[config.mk]
export PLATFORM = sky130hd
export DESIGN_NAME = boundary_scan_register
export DESIGN_NICKNAME = d
export VERILOG_FILES = /design/src/rtl/boundary_scan_register.sv
export SDC_FILE = /design/constraint.sdc
export NUM_CORES = 1
export LEC_CHECK = 0
export BUFFER_PORTS_ARGS = -buffer_cell sky130_fd_sc_hd__clkbuf_2
export CAP_MARGIN = 10
export CORE_MARGIN = 2
export CORE_UTILIZATION = 25
export DETAILED_ROUTE_END_ITERATION = 12
export PLACE_DENSITY = 0.54
export SLEW_MARGIN = 10
export SYNTH_ARGS = -nofsm -noshare
export SYNTH_HDL_FRONTEND = slang
export SYNTH_SLANG_ARGS = --single-unit
[constraint.sdc]
create_clock -name TCK -period 4.3 [get_ports TCK]
set_input_delay 0.215 -clock TCK [delete_from_list [all_inputs] [get_ports TCK]]
set_output_delay 0.215 -clock TCK [all_outputs]
set_load 0.02 [all_outputs]
[src/rtl/boundary_scan_register.sv]
// Boundary-scan data register: WIDTH capture/shift cells with an update stage,
// pin-side mux and a saturating shift bit counter. Single clock, TAP strobes are enables.
module boundary_scan_register #(
    parameter int               WIDTH      = 8,
    parameter logic [WIDTH-1:0] SAFE_VALUE = '0,
    parameter int               CNT_W      = 16
) (
    input  logic             TCK,
    input  logic             RESET,
    input  logic             TDI,
    input  logic             CAPTURE,
    input  logic             SHIFT,
    input  logic             UPDATE,
    input  logic             MODE_SHIFT_LOAD,
    input  logic             MODE_TEST_NORMAL,
    input  logic [WIDTH-1:0] SYSTEM_DATA_IN,
    output logic [WIDTH-1:0] SYSTEM_DATA_OUT,
    output logic             TDOS,
    output logic [CNT_W-1:0] BIT_COUNT,
    output logic             CHAIN_FULL
);

    // A counter too narrow to reach WIDTH would leave CHAIN_FULL stuck low.
    if (WIDTH < 1 || CNT_W < 1 || CNT_W > 31 || WIDTH >= (2 ** CNT_W)) begin : g_bad_params
        $error("boundary_scan_register: need 1 <= WIDTH < 2**CNT_W");
    end

    logic [WIDTH-1:0] shift_q, shift_d;
    logic [WIDTH-1:0] update_q, update_d;
    logic [CNT_W-1:0] cnt_q, cnt_d;
    logic [WIDTH-1:0] shifted;

    if (WIDTH == 1) begin : g_one
        assign shifted = TDI;
    end else begin : g_many
        assign shifted = {TDI, shift_q[WIDTH-1:1]};
    end

    always_comb begin
        shift_d  = shift_q;
        cnt_d    = cnt_q;
        update_d = update_q;
        if (CAPTURE) begin
            shift_d = MODE_SHIFT_LOAD ? SYSTEM_DATA_IN : {WIDTH{TDI}};
            cnt_d   = '0;
        end else if (SHIFT) begin
            shift_d = shifted;
            if (cnt_q != {CNT_W{1'b1}}) begin
                cnt_d = cnt_q + 1'b1;
            end
        end
        if (UPDATE) begin
            update_d = shift_q;
        end
    end

    always_ff @(posedge TCK) begin
        if (RESET) begin
            shift_q  <= '0;
            update_q <= SAFE_VALUE;
            cnt_q    <= '0;
        end else begin
            shift_q  <= shift_d;
            update_q <= update_d;
            cnt_q    <= cnt_d;
        end
    end

    assign SYSTEM_DATA_OUT = MODE_TEST_NORMAL ? SYSTEM_DATA_IN : update_q;
    assign TDOS            = shift_q[0];
    assign BIT_COUNT       = cnt_q;
    assign CHAIN_FULL      = (cnt_q >= CNT_W'(WIDTH));

endmodule

==> results of run 1 <==
## registers in the layout, indices dropped and copies added, names as in the netlist
signal,cells
shift_q,8
BIT_COUNT,16
update_q,8
## worst paths after layout
| path | endpoint | slack (ns) | depth (start not counted) |
|---|---|---|---|
| worst max-delay path | BIT_COUNT[9]$_SDFFE_PP0P_ | 2.59 | 5 |
| worst min-delay path | shift_q[7]$_SDFFE_PP0P_ | 0.22 | 3 |
| worst max register to register | BIT_COUNT[9]$_SDFFE_PP0P_ | 2.59 | 5 |
| worst min register to register | update_q[0]$_SDFFE_PP0P_ | 0.50 | 2 |
## per-layer routing
layer,wire length [um],vias to the layer above,GRT usage,share of wire
li1,-,774,-,-
met3,259,5,0.0308,0.063
met1,1970,722,0.157,0.48
met4,42,0,0.0346,0.010
met2,1840,45,0.180,0.45
met5,0,-,0,0
## critical path, stage by stage, from the launching register on
cell and delay (ns):
dfxtp_1 0.39, ha_1 0.20, nand3_1 0.23, or4_4 0.53, a31oi_1 0.20, a41o_1 0.10
## layout make-up
cell class	instances	area [um^2]
sequential	32	641
timing repair buffer	41	205
inverter	4	15.0
clock buffer	6	82.6
clock inverter	2	10.0
fill	700	4370
tap	77	96.3
multi-input combinational	140	968
## synthesized netlist by cell type
| cell | instances |
|---|---|
| a211oi_1 | 15 |
| a21oi_1 | 15 |
| a31oi_1 | 2 |
| a41o_1 | 1 |
| and2_1 | 3 |
| and3_1 | 3 |
| and4_2 | 1 |
| buf_1 | 2 |
| buf_2 | 1 |
| clkbuf_1 | 7 |
| dfxtp_1 | 32 |
| ha_1 | 2 |
| inv_1 | 4 |
| mux2_2 | 8 |
| mux2i_1 | 9 |
| nand2_1 | 7 |
| nand3_1 | 7 |
| nand4_1 | 3 |
| nand4_2 | 1 |
| nand4_4 | 2 |
| nor2_1 | 17 |
| nor2b_1 | 8 |
| nor3_1 | 3 |
| nor4_1 | 3 |
| nor4_4 | 1 |
| o2111ai_1 | 2 |
| o211a_1 | 2 |
| o211ai_1 | 1 |
| o21ai_0 | 9 |
| o31ai_1 | 2 |
| o41ai_1 | 1 |
| or2_2 | 1 |
| or3_1 | 6 |
| or3_2 | 1 |
| or4_1 | 1 |
| or4_4 | 1 |
| xnor2_1 | 1 |
| xor2_1 | 1 |
## power by group through the flow
stage          Clock, uW  Combinational [uW]  Sequential [uW]
2_1_floorplan          0                49.0              319
3_3_place_gp           0                70.1              320
3_5_place_dp           0                69.8              320
4_1_cts              251                70.4              313
5_1_grt              266                76.4              314
6_report             241                69.4              313
## metrics by stage
stage	setup slack, ns	hold slack, ns	utilization
after detailed placement	2.59	0.482	0.302
after floorplan	2.59	0.397	-
after global routing	2.45	0.229	0.316
after CTS	2.58	0.215	0.316
after global placement	2.61	0.477	0.302
final	2.59	0.225	0.316
## cell families (layout without fill, tap and decap cells)
kind of cell    count (synthesis)  after routing  share of synthesized area
compound gates                 50             50                      0.195
mux                            17             17                      0.108
simple gates                   69             69                      0.254
fa+ha+maj                       2              2                     0.0150
xor+xnor                        2              2                     0.0105
buf+inv                        14             53                     0.0324
flops                          32             32                      0.385
==> impl_metrics.csv, run 1 <==
group,metric,value,unit
place,hpwlAfterDp,2950,um
place,portBuffers,41,
detailed_routing,antenna_left,0,
critical_path,critPathLaunchType,"register",
layout,instances_no_fill,302,
power_and_ir_drop,p_int,463,uW
synthesis,synthesis.nets,204,
cts,cts_resized,0,
power_and_ir_drop,p_sw_frac,0.257,
layout,area_delta_synth_final,21.4,%
power_and_ir_drop,p_seq_frac,0.502,
detailed_routing,wl_per_cell,13.6,um
layout,diodes,0,
grt,grt_first_pass_wirelength,6810,um
detailed_routing,first_pass_iters,4,
synthesis,synth.avg_cell_area,8.94,um^2
timing,drv_slew,0,
grt,antenna_found_initial,0,
synthesis,synth_top_area_share,0.385,
timing,worstMarginPinSlew,0.472,ns
critical_path,endpoint_kind,"register",
power_and_ir_drop,clock_power_share,0.386,
detailed_routing,drt_iter0_drc,54,
die,die_h,85.6,um
die,die_x,85.6,um
timing,slew_headroom,0.681,
power_and_ir_drop,p_sw,161,uW
layout,drive_gt1_frac,0.289,
synthesis,syn_inst,186,
grt,grt_max_degree,22,
die,dieArea,7320,um^2
place,gp_congestion,0.725,
power_and_ir_drop,p_leak,0.000870,uW
cts,cts_hold_buffers,0,
cts,cts-root-buf,"clkbuf_8",
timing,fin_skew,0.00383,ns
cts,htree_levels,2,
detailed_routing,vias,1546,
cts,cts_buffers,5,
detailed_routing,via_per_inst,5.12,
grt,grt_pass1_vias,1397,
layout,fin_nets,242,
critical_path,crit_start,"BIT_COUNT[1]$_SDFFE_PP0P_",
timing,period_share,0.397,
critical_path,critPathMaxFanout,6,
die,io_pins,42,
timing,max_freq,0.585,GHz
grt,grt_remaining_overflow,0,
detailed_routing,routed_wl,4110,um
cts,clkLatencyLatePin,0.28,ns
cts,clockBufferDepth,2,
power_and_ir_drop,combinationalPowerShare,0.111,
hold_path,min_path_type,"input port to register",
power_and_ir_drop,power_density,309,nW/um^2
synthesis,ys_seq_elements,32,
synthesis,yosysWarningCount,0,
critical_path,crit_type,"register to register",
timing,setup_tns,0,ns
place,placed_area,1930,um^2
power_and_ir_drop,design_power_total,624,uW
die,start_util,0.260,
synthesis,ys_seq_area_frac,0.385,
critical_path,arrival,1.94,ns
power_and_ir_drop,ir_worst_vdd,0.000199,V
cts,cts.sinks,32,
timing,period_needed,1.71,ns
die,row_count,29,
cts,cts_setup_buffers,0,
critical_path,r2r-start,"BIT_COUNT[1]$_SDFFE_PP0P_",
critical_path,required,4.53,ns
synthesis,yosysTopAreaCell,"dfxtp_1",
timing,setup_viol,0,
cts,clk_pin_slew,0.07,ns
place,place_inst,294,
run_status,status,"finished clean",
synthesis,synth.area.top_cells,"dfxtp_1 39%, a211oi_1 6.8%, mux2i_1 5.4%",
timing,finalHoldViolCount,0,
timing,rsz0062_at_grt,"false",
hold_path,hp-start,"TDI",
layout,layout_common_cells,"41 x clkbuf_2, 32 x dfxtp_1, 17 x nor2_1",
layout,fin_area,2020,um^2
detailed_routing,drc,0,
synthesis,netlist_area,1660,um^2
run,max-cap-violations,0,
layout,final_common_cell,"clkbuf_2",
die,core-area,6390,um^2
grt,grtUsageTotal,0.115,
synthesis,yosysUniqueCellTypes,38,
cts,cts_tree,"done",
(Power assumes the default switching activity.)
==> run 2, diff against run 1 <==
Clock period 4.3 ns to 1.8 ns, I/O delays scaled along.
==> run 2 against run 1 <==
  * Clock skew hardly changed
  * Critical path type unchanged
  * Hold slack worse by 0.15 ns
  * Clock-buffer cell count rose by 1
  * Clock power grew to 2.5 times the previous value
  * Utilization rose by 0.88 points
  * Sequential power increased by 140%
  * Via count fell by 0.97%
  * Cell area increased by 2.8%
==> impl_metrics.csv, run 2 (same netlist as run 1, synthesis figures left out) <==
group,metric,value,unit
run_status,status,"finished clean",
die,row_count,29,
cts,cts_resized,0,
critical_path,arrival,1.86,ns
detailed_routing,antenna_left,0,
timing,max_freq,0.606,GHz
critical_path,crit_type,"register to register",
timing,worstMarginPinSlew,0.460,ns
grt,grt_remaining_overflow,0,
critical_path,critPathMaxFanout,7,
place,hpwlAfterDp,3040,um
cts,clkLatencyLatePin,0.28,ns
detailed_routing,vias,1531,
timing,slew_headroom,0.691,
timing,setup_tns,0,ns
power_and_ir_drop,ir_worst_vdd,0.000366,V
die,io_pins,42,
critical_path,slowest_stage,"dfxtp_1",
layout,area_delta_synth_final,24.8,%
critical_path,cpPeakStageDelay,0.48,ns
grt,grt_first_pass_wirelength,7200,um
cts,cts_hold_buffers,0,
cts,cts-root-buf,"clkbuf_8",
cts,cts.sinks,32,
timing,finalHoldViolCount,0,
cts,htree_levels,2,
critical_path,crit_chain,"and4_2 -> o2111ai_1 -> or3_1 -> a21oi_1",
grt,grtUsageTotal,0.122,
timing,period_share,0.917,
cts,clk_pin_slew,0.07,ns
layout,layout_common_cells,"41 x clkbuf_2, 32 x dfxtp_1, 17 x nor2_1",
die,core-area,6390,um^2
timing,period_needed,1.65,ns
grt,grt_max_degree,21,
layout,fin_nets,249,
die,start_util,0.260,
detailed_routing,routed_wl,4170,um
layout,drive_gt1_frac,0.307,
die,die_h,85.6,um
detailed_routing,via_per_inst,4.97,
timing,fin_skew,0.00433,ns
cts,cts_buffers,5,
cts,cts_tree,"done",
run,max-cap-violations,0,
power_and_ir_drop,power_density,735,nW/um^2
detailed_routing,drc,0,
place,portBuffers,41,
die,die_x,85.6,um
grt,grt_pass1_vias,1474,
power_and_ir_drop,p_leak,0.000905,uW
power_and_ir_drop,design_power_total,1520,uW
timing,hold_ws,0.0713,ns
timing,setup_viol,0,
cts,clockBufferDepth,2,
cts,cts_setup_buffers,0,
layout,largest_reg_flops,16,
hold_path,min_path_type,"input port to register",
die,dieArea,7320,um^2
timing,rsz0062_at_grt,"false",
detailed_routing,wl_per_cell,13.5,um
timing,drv_slew,0,
layout,final_common_cell,"clkbuf_2",
critical_path,endpoint_kind,"register",
layout,final_util,0.325,
critical_path,critPathLaunchType,"register",
place,gp_congestion,0.763,
critical_path,required,2.01,ns
grt,antenna_found_initial,0,
layout,diodes,0,
detailed_routing,drt_iter0_drc,34,
detailed_routing,first_pass_iters,4,
run 2: layout make-up:
class,instances,area (um^2)
well taps,77,96.3
repair buffers,48,258
multi-input cells,140,968
fillers,681,4310
inverters,4,15.0
flip-flops and latches,32,641
clock buffers,7,96.3
run 2: stage by stage:
step / instance area (um^2) / setup WS (ns) / std cells
2_1_floorplan: 1660 / 0.0925 / 186
3_3_place_gp: 1980 / 0.177 / 301
3_5_place_dp: 1980 / 0.163 / 301
4_1_cts: 2070 / 0.140 / 308
5_1_grt: 2070 / 0.00588 / 308
6_report: 2070 / 0.149 / 308
run 2: worst paths after layout:
kind / from / endpoint / slack, ns / depth (start not counted)
max: BIT_COUNT[6]$_SDFFE_PP0P_ / BIT_COUNT[14]$_SDFFE_PP0P_ / 0.15 / 4
max reg2reg: BIT_COUNT[6]$_SDFFE_PP0P_ / BIT_COUNT[14]$_SDFFE_PP0P_ / 0.15 / 4
min: RESET / shift_q[2]$_SDFFE_PP0P_ / 0.07 / 2
min reg2reg: update_q[4]$_SDFFE_PP0P_ / update_q[4]$_SDFFE_PP0P_ / 0.50 / 2
run 2: per-layer routing:
metal	wire [um]	up-vias	GRT usage	share of wire
li1	-	784	-	-
met1	2090	700	0.168	0.50
met2	1830	42	0.188	0.44
met3	229	5	0.0337	0.055
met4	31	0	0.0346	0.0074
met5	0	-	0	0
run 2: where the power goes:
group          total [uW]  switching (uW)  internal (uW)
clock                 605             264            341
sequential            747            15.8            732
combinational         172            97.8           74.0
run 2: worst max-delay path, delay by kind of cell (launching register included):
family | cells | cell delay [ns]
AND/OR/NAND/NOR | 2 | 0.72
AO/OA/AOI/OAI | 2 | 0.39
flip-flops | 1 | 0.48
